### config.mk
export PLATFORM = sky130hd
export DESIGN_NAME = alu_issue_stage
export DESIGN_NICKNAME = d
export VERILOG_FILES = /design/src/rtl/alu_issue_stage.sv
export SDC_FILE = /design/constraint.sdc
export NUM_CORES = 1
export LEC_CHECK = 0
export BUFFER_PORTS_ARGS = -buffer_cell sky130_fd_sc_hd__buf_2
export CAP_MARGIN = 15
export CORE_MARGIN = 2
export CORE_UTILIZATION = 29
export CTS_BUF_LIST = sky130_fd_sc_hd__clkbuf_4
export DETAILED_ROUTE_END_ITERATION = 6
export SLEW_MARGIN = 10
export SYNTH_ARGS = -nofsm -noshare
export SYNTH_HDL_FRONTEND = slang
export SYNTH_SLANG_ARGS = --single-unit
### constraint.sdc
create_clock -name clk -period 1.8 [get_ports clk]
set_input_delay 0.18 -clock clk [delete_from_list [all_inputs] [get_ports clk]]
set_output_delay 0.18 -clock clk [all_outputs]
set_load 0.01 [all_outputs]
### src/rtl/alu_issue_stage.sv
// ALU issue stage: operand select plus 2-entry skid buffer ahead of ALUSubmodule.
// Optional writeback forwarding at capture: define ALU_ISSUE_FORWARD_EN.
package alu_issue_pkg;
    typedef enum logic [3:0] {
        ALU_ADD  = 4'd0,
        ALU_SUB  = 4'd1,
        ALU_AND  = 4'd2,
        ALU_OR   = 4'd3,
        ALU_XOR  = 4'd4,
        ALU_SLL  = 4'd5,
        ALU_SRL  = 4'd6,
        ALU_SRA  = 4'd7,
        ALU_SLT  = 4'd8,
        ALU_SLTU = 4'd9
    } ALUOperation;
endpackage

module alu_issue_stage
    import alu_issue_pkg::*;
#(
    parameter int XLEN     = 32,
    parameter int REGIDX_W = 5
) (
    input  logic                clk,
    input  logic                rst,
    input  logic                flush,
    input  logic                in_valid,
    output logic                in_ready,
    input  ALUOperation         in_op,
    input  logic [XLEN-1:0]     in_rs1_val,
    input  logic [XLEN-1:0]     in_rs2_val,
    input  logic [XLEN-1:0]     in_imm,
    input  logic [XLEN-1:0]     in_pc,
    input  logic                in_a_sel,
    input  logic                in_b_sel,
    input  logic [REGIDX_W-1:0] in_rs1_idx,
    input  logic [REGIDX_W-1:0] in_rs2_idx,
    input  logic [REGIDX_W-1:0] in_rd,
    input  logic                wb_valid,
    input  logic [REGIDX_W-1:0] wb_rd,
    input  logic [XLEN-1:0]     wb_data,
    output logic                out_valid,
    input  logic                out_ready,
    output ALUOperation         op,
    output logic [XLEN-1:0]     A,
    output logic [XLEN-1:0]     B,
    output logic [REGIDX_W-1:0] out_rd
);

    typedef struct packed {
        ALUOperation         op;
        logic [XLEN-1:0]     a;
        logic [XLEN-1:0]     b;
        logic [REGIDX_W-1:0] rd;
    } entry_t;

    typedef enum logic [1:0] {
        EMPTY = 2'd0,
        ONE   = 2'd1,
        TWO   = 2'd2
    } occ_t;

    occ_t   state_q, state_d;
    entry_t main_q, skid_q, cap;
    logic   rdy_q;
    logic   accept, transfer;
    logic   load_main_cap, load_main_skid, load_skid;
    logic [XLEN-1:0] rs1, rs2;

`ifdef ALU_ISSUE_FORWARD_EN
    logic fwd1, fwd2;
    assign fwd1 = wb_valid && (wb_rd != '0) && (wb_rd == in_rs1_idx);
    assign fwd2 = wb_valid && (wb_rd != '0) && (wb_rd == in_rs2_idx);
    assign rs1  = fwd1 ? wb_data : in_rs1_val;
    assign rs2  = fwd2 ? wb_data : in_rs2_val;
`else
    logic unused_fwd;
    assign unused_fwd = ^{wb_valid, wb_rd, wb_data, in_rs1_idx, in_rs2_idx};
    assign rs1 = in_rs1_val;
    assign rs2 = in_rs2_val;
`endif

    assign cap.op = in_op;
    assign cap.a  = in_a_sel ? in_pc : rs1;
    assign cap.b  = in_b_sel ? in_imm : rs2;
    assign cap.rd = in_rd;

    assign accept   = in_valid && rdy_q;
    assign transfer = out_valid && out_ready;

    always_ff @(posedge clk) begin
        if (rst) begin
            state_q <= EMPTY;
            rdy_q   <= 1'b0;
        end else begin
            state_q <= state_d;
            rdy_q   <= (state_d != TWO);
        end
    end

    always_comb begin
        state_d = state_q;
        if (flush) begin
            state_d = EMPTY;
        end else begin
            unique case (state_q)
                EMPTY: if (accept) state_d = ONE;
                ONE: begin
                    if (accept && !transfer)      state_d = TWO;
                    else if (!accept && transfer) state_d = EMPTY;
                end
                TWO:     if (transfer) state_d = ONE;
                default: state_d = EMPTY;
            endcase
        end
    end

    // Flush suppresses every load so the held outputs stay untouched.
    always_comb begin
        load_main_cap  = 1'b0;
        load_main_skid = 1'b0;
        load_skid      = 1'b0;
        if (!flush) begin
            unique case (1'b1)
                state_q == EMPTY: load_main_cap = accept;
                state_q == ONE: begin
                    load_main_cap = accept && transfer;
                    load_skid     = accept && !transfer;
                end
                state_q == TWO: load_main_skid = transfer;
                default: ;
            endcase
        end
    end

    always_ff @(posedge clk) begin
        if (rst) begin
            main_q <= '{op: ALU_ADD, a: '0, b: '0, rd: '0};
            skid_q <= '{op: ALU_ADD, a: '0, b: '0, rd: '0};
        end else begin
            if (load_main_cap)       main_q <= cap;
            else if (load_main_skid) main_q <= skid_q;
            if (load_skid)           skid_q <= cap;
        end
    end

    always_comb begin
        in_ready  = rdy_q;
        out_valid = (state_q != EMPTY);
        op        = main_q.op;
        A         = main_q.a;
        B         = main_q.b;
        out_rd    = main_q.rd;
    end

endmodule

==> flow_summary.ini, run 1 <==
[logic_synthesis]
yosys_warnings = 0
syn_avg_cell_area_sq_um = 8.748
yosysSeqAreaShare_pct = 46.58
syn_inst = 732
yosysUniqueCellTypes = 26
synth_nets = 924
syn_area_sq_mm = 0.006404
ys_seq_elements = 149

[power_and_ir_drop]
pwr-share-seq_pct = 53.5
netSwitchingPower_mw = 1.727
ir_worst_vdd_mv = 0.2999
cellPowerDensity_mw_per_mm2 = 726.0
clock_power_share_pct = 32.9
p_int_mw = 4.637
power.share.switching_pct = 27.14
p_comb_share_pct = 13.6
leakagePower_nw = 3.520

[clock_tree]
cts_root_buf = clkbuf_4
worstSkewPairLatency_ns = 0.52
cts_tree = yes
cts_buffers = 17
cts.clk_slew.worst_paths_ns = 0.14
clockBufferDepth = 2
cts.sink_count = 149
h-tree-depth = 4

[drt]
viasPerCell = 4.752
antenna_left = 0
routedWlPerCell_microns = 14.64
wl_microns = 18800
drt_iter0_markers = 325
drc = 0
first_pass_iters = 5
num_vias = 6102

[setup_path]
start_kind = flop
worstPathCellList = buf_4 > and4bb_1 > a21oi_4 > buf_12 > nand2_1 > a21oi_1
arrival_ns = 2.06
crit_type = reg2reg
worstReg2RegEnd = A[16]$_SDFFE_PP0P_
worstRegToRegCells = 6
reg2reg_slack_ns = 0.18
slowest_delay_ns = 0.37
critPathSlowestCell = dfxtp_1
cp-end-kind = flop
cp.required_ns = 2.24
path_max_fanout = 40
worstReg2RegStart = in_ready$_SDFF_PP0_

[final_layout]
final_common_cell = buf_2
drive_above_1_share_pct = 32.80
area.sequential_sq_mm = 0.002983
layout.nets = 1182
nFillCells = 2202
final_cell_mix = buf_2, dfxtp_1, a21oi_1, nor2_1, nand2_1
area_growth_pct = 36.89
multi_input_area_sq_mm = 0.003094

[floorplanning]
core_area_sq_mm = 0.02176
start_util_pct = 29.43
die-area_sq_mm = 0.02329
rows = 54
num_io_pins = 267
die_h_microns = 152.6
die_w_microns = 152.6

[worst_hold_path]
hold_start = in_imm[7]
min_to = skid_q[12]$_SDFFE_PP0P_
hold_class = in2reg
hold_path_depth = 4

[placement]
gp_congestion = 0.7249
dpl.hpwl_microns = 11440
port_buffers = 218

[grt]
grt_max_degree = 69
antenna_found_initial = 1
grt.total_usage_pct = 15.68
gr-total-overflow = 0
grt_pass1_wl_microns = 29790
grt_pass1_vias = 5785

[timing]
relSlewSlack_pct = 66.45
period_share_pct = 90.25
skew_ns = 0.02015
rsz0062_at_grt = no
fmax_ghz = 0.6155
setup_viol = 0
tns_ns = 0
hold_violations = 0
worst_pin_slew_ns = 0.5020
drv_slew = 0
period_needed_ns = 1.625
holdWs_ns = 0.07446

[status]
status = finished clean

[flow_run]
drv_cap = 0
## routing by layer
layer  vias up  wire length, microns  track usage [%]
li1       3105                     -                -
met1      2807                  8591            20.51
met2       173                  8927            25.60
met3        17                  1031            3.953
met4         0                   252            4.586
met5         -                     0                0
## cell families after synthesis
kind of cell / after synthesis / synth area share [%]
and+or+nand+nor: 264 / 17.92
AOI/OAI and AO/OA: 187 / 18.52
DFF: 149 / 46.58
muxes: 66 / 11.00
buffers and inverters: 66 / 5.979
## registers in the layout, summed over array words and instances, names as in the netlist
register,count
skid_q,73
A,32
B,32
out_rd,5
op,4
state_q,2
in_ready,1
## power by group through the flow
stage / combinational, mW / clock, mW / sequential (mW)
after floorplan: 0.373 / 0 / 3.50
after global placement: 0.729 / 0 / 3.47
final: 0.864 / 2.10 / 3.40
after CTS: 0.853 / 2.21 / 3.40
after global routing: 0.947 / 2.35 / 3.42
after detailed placement: 0.739 / 0 / 3.48
## through the flow
step / instance area (sq um) / setup slack, ns / power (mW) / util [%] / std cells
CTS: 8638 / 0.02254 / 6.468 / 39.71 / 1272
detailed placement: 7792 / -0.04098 / 4.215 / 35.82 / 1186
global route: 8766 / 0.07259 / 6.714 / 40.29 / 1284
global placement: 7792 / -0.008926 / 4.204 / 35.82 / 1186
finish: 8766 / 0.1754 / 6.364 / 40.29 / 1284
floorplan: 6404 / 0.4600 / 3.878 / - / 732
## critical path, delay by kind of cell (launching register included)
| family | cells | cell delay (ns) |
|---|---|---|
| buffers and inverters | 2 | 0.41 |
| DFF | 1 | 0.37 |
| and+or+nand+nor | 2 | 0.33 |
| AOI/OAI and AO/OA | 2 | 0.41 |
## synthesized netlist by cell type
library cell | number | area, sq um
a211oi_1 | 32 | 240.2
a211oi_2 | 7 | 87.58
a21oi_1 | 102 | 510.5
a21oi_2 | 1 | 8.760
a22oi_1 | 44 | 330.3
and3b_1 | 1 | 8.760
and4bb_1 | 1 | 12.51
and4bb_4 | 1 | 16.27
buf_2 | 33 | 165.2
buf_4 | 3 | 22.52
buf_6 | 11 | 123.9
clkbuf_1 | 19 | 71.32
dfxtp_1 | 149 | 2983
mux2_2 | 35 | 394.1
mux2i_1 | 31 | 310.3
nand2_1 | 88 | 330.3
nand2b_1 | 1 | 6.260
nand4bb_1 | 1 | 11.26
nor2_1 | 100 | 375.4
nor2_4 | 1 | 11.26
nor2_8 | 1 | 20.02
nor2b_1 | 6 | 37.54
nor3_1 | 61 | 305.3
nor4_1 | 1 | 6.260
o22a_1 | 1 | 8.760
or2_2 | 1 | 6.260
## area by class of cell
class                           count  area share [%]
Clock buffer                       17           1.456
Multi-Input combinational cell    519           35.30
Tap cell                          280           3.997
Timing Repair Buffer              303           23.44
Antenna cell                        1         0.02855
Sequential cell                   149           34.03
Clock inverter                     15           1.756
## what timing repair did
item                                   CTS  global route
gates resized for setup                  4             0
gates cloned                             2             1
setup endpoints to repair               32            42
hold buffers                            52             5
pin swaps                                2             2
endpoints found under the hold margin   61             2
setup buffers                            0             5
## how the worst max path moves through the flow
| stage | cells after the start | startpoint | endpoint | slack [ns] |
|---|---|---|---|---|
| after floorplan | 6 | state_q[0]$_SDFF_PP0_ | A[5]$_SDFFE_PP0P_ | 0.46 |
| after global placement | 5 | flush | B[30]$_SDFFE_PP0P_ | -0.009 |
| after detailed placement | 5 | flush | A[4]$_SDFFE_PP0P_ | -0.04 |
| after CTS | 6 | in_ready$_SDFF_PP0_ | skid_q[68]$_SDFFE_PP0P_ | 0.02 |
| after global routing | 3 | state_q[1]$_SDFF_PP0_ | out_valid | 0.07 |
| final | 6 | in_ready$_SDFF_PP0_ | A[16]$_SDFFE_PP0P_ | 0.18 |
Power figures use the tool's default switching activity.
==> run 2: changes to the inputs <==
--- a/config.mk
+++ b/config.mk
@@ -11,6 +11,7 @@
 export CORE_UTILIZATION = 29
 export CTS_BUF_LIST = sky130_fd_sc_hd__clkbuf_4
 export DETAILED_ROUTE_END_ITERATION = 6
+export RECOVER_POWER = 50
 export SLEW_MARGIN = 10
 export SYNTH_ARGS = -nofsm -noshare
 export SYNTH_HDL_FRONTEND = slang
==> run 2 against run 1 <==
Against the previous run:
- non-clock buffer count unchanged
- cell area down 1.5%
- sequential power about the same
- flip-flop and latch count unchanged
- die area unchanged
- clock power about the same
- power down 0.25%
- sequential share of layout area up 0.53 points
- critical path depth unchanged
- hold slack worse by 0.0069 ns
- maximum frequency down 0.42%
==> flow_summary.ini, run 2 (synthesis gave the netlist of run 1 again) <==
[final_layout]
largest_register_ff_count = 73
final_common_cell = dfxtp_1
final_cell_mix = dfxtp_1, buf_2, a21oi_1, nor2_1, nand2_1
fin_util_pct = 39.67
layout.nets = 1182
drive_above_1_share_pct = 25.02
area_growth_pct = 34.78
final_cells = 1284
largest-register = skid_q

[grt]
grt_max_degree = 69
grt.total_usage_pct = 15.68
gr-total-overflow = 0
grt_pass1_vias = 5785
grt_pass1_wl_microns = 29790
antenna_found_initial = 1

[timing]
period_share_pct = 90.64
rsz0062_at_grt = no
drv_slew = 0
holdWs_ns = 0.06756
fmax_ghz = 0.6130
setup_viol = 0
tns_ns = 0
relSlewSlack_pct = 67.00
skew_ns = 0.01856
worst_pin_slew_ns = 0.4950
hold_violations = 0
period_needed_ns = 1.631

[clock_tree]
cts_tree = yes
cts_root_buf = clkbuf_4
cts.clk_slew.worst_paths_ns = 0.14
clockBufferDepth = 2
cts_buffers = 17
worstSkewPairLatency_ns = 0.53
cts.sink_count = 149
h-tree-depth = 4

[drt]
num_vias = 6128
drc = 0
viasPerCell = 4.773
antenna_left = 0
drt_iter0_markers = 322
routedWlPerCell_microns = 14.66
first_pass_iters = 5
wl_microns = 18820

[status]
status = finished clean

[setup_path]
path_max_fanout = 26
cp-end-kind = flop
arrival_ns = 2.04
cp.required_ns = 2.21
start_kind = flop
crit_type = reg2reg

[power_and_ir_drop]
power_mw = 6.348
ir_worst_vdd_mv = 0.3000
pwr-share-seq_pct = 53.6
netSwitchingPower_mw = 1.732
p_comb_share_pct = 13.3
leakagePower_nw = 3.189
p_int_mw = 4.617
power.share.switching_pct = 27.28
clock_power_share_pct = 33.1
cellPowerDensity_mw_per_mm2 = 735.6

[floorplanning]
die_h_microns = 152.6
start_util_pct = 29.43
die-area_sq_mm = 0.02329
core_area_sq_mm = 0.02176
die_w_microns = 152.6
num_io_pins = 267
rows = 54

[placement]
dpl.hpwl_microns = 11440
dpl.cell_count = 1186
gp_congestion = 0.7249
port_buffers = 218

[worst_hold_path]
hold_class = in2reg

[flow_run]
drv_cap = 0
run 2: layout make-up:
type	count	area [sq um]
well taps	280	350.3
repair buffers	303	1927
fillers	2246	13130
clock buffers	17	127.6
multi-input cells	519	3087
flip-flops and latches	149	2983
clock inverters	15	153.9
diodes	1	2.502
run 2: repair_timing:
item                                    in CTS  in global routing
cloned                                       2                  1
setup buffers                                0                  5
pin swaps                                    2                  2
endpoints found under the setup margin      32                 42
gates resized for setup                      4                  0
hold buffers                                52                  5
hold endpoints to repair                    61                  2
run 2: path summary, 6_finish.rpt:
| path | cells after the start | endpoint | slack [ns] | start |
|---|---|---|---|---|
| setup / recovery | 6 | skid_q[36]$_SDFFE_PP0P_ | 0.17 | state_q[0]$_SDFF_PP0_ |
| hold / removal | 3 | skid_q[66]$_SDFFE_PP0P_ | 0.07 | in_rs1_val[29] |
| setup reg to reg | 6 | skid_q[36]$_SDFFE_PP0P_ | 0.17 | state_q[0]$_SDFF_PP0_ |
| hold reg to reg | 2 | B[26]$_SDFFE_PP0P_ | 0.46 | B[26]$_SDFFE_PP0P_ |
run 2: worst max-delay path: stages, from the launching register on:
cell	delay, ns
dfxtp_1	0.45
nor2b_4	0.30
buf_12	0.22
nand2_1	0.09
buf_2	0.26
nor2_1	0.14
nor3_1	0.05
run 2: routing by layer:
layer	vias to the layer above	GRT usage [%]	wire, microns
met2	180	25.60	8871
met5	-	0	0
li1	3106	-	-
met4	0	4.586	237
met1	2828	20.51	8637
met3	14	3.953	1078
run 2: per-stage QoR:
step | worst slack [ns] | cell area (sq um)
6_report | 0.1686 | 8631
5_1_grt | 0.05841 | 8631
4_1_cts | 0.02254 | 8638
3_5_place_dp | -0.04098 | 7792
3_3_place_gp | -0.008926 | 7792
2_1_floorplan | 0.4600 | 6404
run 2: power by group through the flow:
stage / sequential, mW / clock [mW] / combinational, mW
after floorplan: 3.50 / 0 / 0.373
after global placement: 3.47 / 0 / 0.729
after detailed placement: 3.48 / 0 / 0.739
after CTS: 3.40 / 2.21 / 0.853
after global routing: 3.42 / 2.35 / 0.925
final: 3.41 / 2.10 / 0.843
==> run 3: changes to the inputs <==
--- a/config.mk
+++ b/config.mk
@@ -5,9 +5,10 @@
 export SDC_FILE = /design/constraint.sdc
 export NUM_CORES = 1
 export LEC_CHECK = 0
+export ABC_AREA = 1
 export BUFFER_PORTS_ARGS = -buffer_cell sky130_fd_sc_hd__buf_2
 export CAP_MARGIN = 15
-export CORE_MARGIN = 2
+export CORE_MARGIN = 5
 export CORE_UTILIZATION = 29
 export CTS_BUF_LIST = sky130_fd_sc_hd__clkbuf_4
 export DETAILED_ROUTE_END_ITERATION = 6
==> run 3 against run 2 <==
Against the previous run:
- clock skew shrank 0.0029 ns
- largest cell class unchanged
- area after synthesis grew 12%
- synthesized cell count grew 52%
- maximum frequency grew 7.5%
- cell area grew 14%
==> flow_summary.ini, run 3 <==
[grt]
grt.total_usage_pct = 16.98
use_met3_pct = 3.371
antenna_found_initial = 1
use_met1_pct = 20.57
grt_pass1_vias = 7653
use_met2_pct = 30.54
gr-total-overflow = 0
grt_pass1_wl_microns = 39330
grt_max_degree = 72
grt_busiest_layer = met2

[drt]
num_vias = 8046
viasPerCell = 4.654
antenna_left = 0
drc = 0
routedWlPerCell_microns = 14.16
wl_microns = 24480
first_pass_iters = 6
drt_iter0_markers = 316

[final_layout]
largest-register = skid_q
final_common_cell = nand2_1
largest_register_ff_count = 73
drive_above_1_share_pct = 15.03
nFillCells = 2637
stdcell_area_sq_mm = 0.009807
area_growth_pct = 36.46
final_cell_mix = nand2_1, nand3_1, nor2_1, dfxtp_1, buf_2
layout.nets = 1583

[logic_synthesis]
synth_edf_count = 0
yosysSeqAreaShare_pct = 41.50
synth_nets = 1308
synthTopCellsByCount = nand2_1, nand3_1, nor2_1, dfxtp_1, inv_1
synth_ff_type = dfxtp_1
yosys_warnings = 0
syn_inst = 1116
synth_top_cell_by_area = dfxtp_1
yosysUniqueCellTypes = 19
syn_area_sq_mm = 0.007187
synthTopCellsByArea = dfxtp_1, nand3_1, nand2_1
post-synth-top-count-cell = nand2_1
ys_seq_elements = 149
synth_top_area_share_pct = 41.50
syn_avg_cell_area_sq_um = 6.440
async_reset_ff_share_pct = 0

[setup_path]
crit_type = reg2out
critPathLaunch = state_q[0]$_SDFF_PP0_
worstReg2RegStart = state_q[1]$_SDFF_PP0_
arrival_ns = 1.34
cp.required_ns = 1.62
start_kind = flop
path_max_fanout = 4
reg2reg_slack_ns = 0.30
cp-end-kind = output pin

[placement]
placed_cell_area_sq_mm = 0.008602
port_buffers = 218
dpl.hpwl_microns = 15080
gp_congestion = 0.7732
pre_cts_ws_ns = 0.3052

[clock_tree]
cts_buffers = 17
worstSkewPairLatency_ns = 0.54
h-tree-depth = 4
cts.sink_count = 149
cts_root_buf = clkbuf_4
clockBufferDepth = 2
cts.clk_slew.worst_paths_ns = 0.13
cts_tree = yes

[worst_hold_path]
hold_start = in_rs2_val[30]
hold_class = in2reg

[timing]
period_needed_ns = 1.518
layout_setup_ws_ns = 0.2824
fmax_ghz = 0.6589
period_share_pct = 84.31
setup_viol = 0
skew_ns = 0.01569
relSlewSlack_pct = 71.33
hold_violations = 0
rsz0062_at_grt = no
tns_ns = 0
holdWs_ns = 0.04420
worst_pin_slew_ns = 0.4300
drv_slew = 0

[floorplanning]
rows = 57
start_util_pct = 29.47
core_area_sq_mm = 0.02439
num_io_pins = 267
die_w_microns = 167.4
die_h_microns = 167.4
die-area_sq_mm = 0.02803

[power_and_ir_drop]
power_mw = 6.538
cellPowerDensity_mw_per_mm2 = 666.7
ir_worst_vdd_mv = 0.3032
leakagePower_nw = 4.346

[flow_run]
drv_cap = 0

[status]
status = finished clean
-- run 3: changes by cell type in the layout (fill, tap and decap cells not counted), sizes merged, moves of 44 or more --
cell         previous run  this run
a22oi                  44         0
dlygate4sd3            57       103
inv                     3        81
nand2                  88       273
nand3                   0       210
nor2                  104       157
nor3                   61         1
o21ai                   0        83
-- run 3: cell type report --
class                      instances  area [sq um]  share of cell area, %
tap                              324         405.4                  4.134
sequential                       149          2983                  30.42
antenna                            1         2.502                0.02552
clock buffer                      19         142.6                  1.454
clock inverter                    13         132.6                  1.352
timing repair buffer             347          2341                  23.87
multi-input combinational        796          3500                  35.69
inverter                          80         300.3                  3.062
-- run 3: worst paths after layout --
check | to | depth (start not counted)
setup reg to reg | B[10]$_SDFFE_PP0P_ | 6
setup / recovery | out_valid | 3
hold reg to reg | skid_q[35]$_SDFFE_PP0P_ | 2
hold / removal | skid_q[35]$_SDFFE_PP0P_ | 5
-- run 3: metal layers --
metal | vias to the layer above | part of all wire (%)
met1 | 3680 | 44
met2 | 220 | 50
met4 | 0 | 1.5
li1 | 4127 | -
met5 | - | 0
met3 | 19 | 5.0
-- run 3: where the power goes --
group / internal [mW] / switching [mW] / leakage [nW]
Clock: 0.848 / 1.27 / 0.146
Sequential: 3.36 / 0.0350 / 1.21
Combinational: 0.481 / 0.544 / 2.99
-- run 3: worst max-delay path: stages (launching register included) --
cell and delay (ns):
dfxtp_1 0.47, inv_2 0.09, nand2_1 0.09, buf_2 0.15
-- run 3: what timing repair did --
action	CTS	global route
endpoints found under the hold margin	71	0
setup endpoints to repair	0	0
resized for setup	0	0
hold buffers	103	0
setup buffers	0	0
-- run 3: cell families after synthesis --
family	synth area share, %
flip-flops	41.50
AO/OA/AOI/OAI	10.92
AND/OR/NAND/NOR	37.43
buffers and inverters	10.15
-- run 3: through the flow --
| stage | instances | utilization, % |
|---|---|---|
| after floorplan | 1116 | - |
| after global routing | 1729 | 40.21 |
| after global placement | 1593 | 35.27 |
| after detailed placement | 1593 | 35.27 |
| after CTS | 1728 | 40.62 |
| final | 1729 | 40.21 |
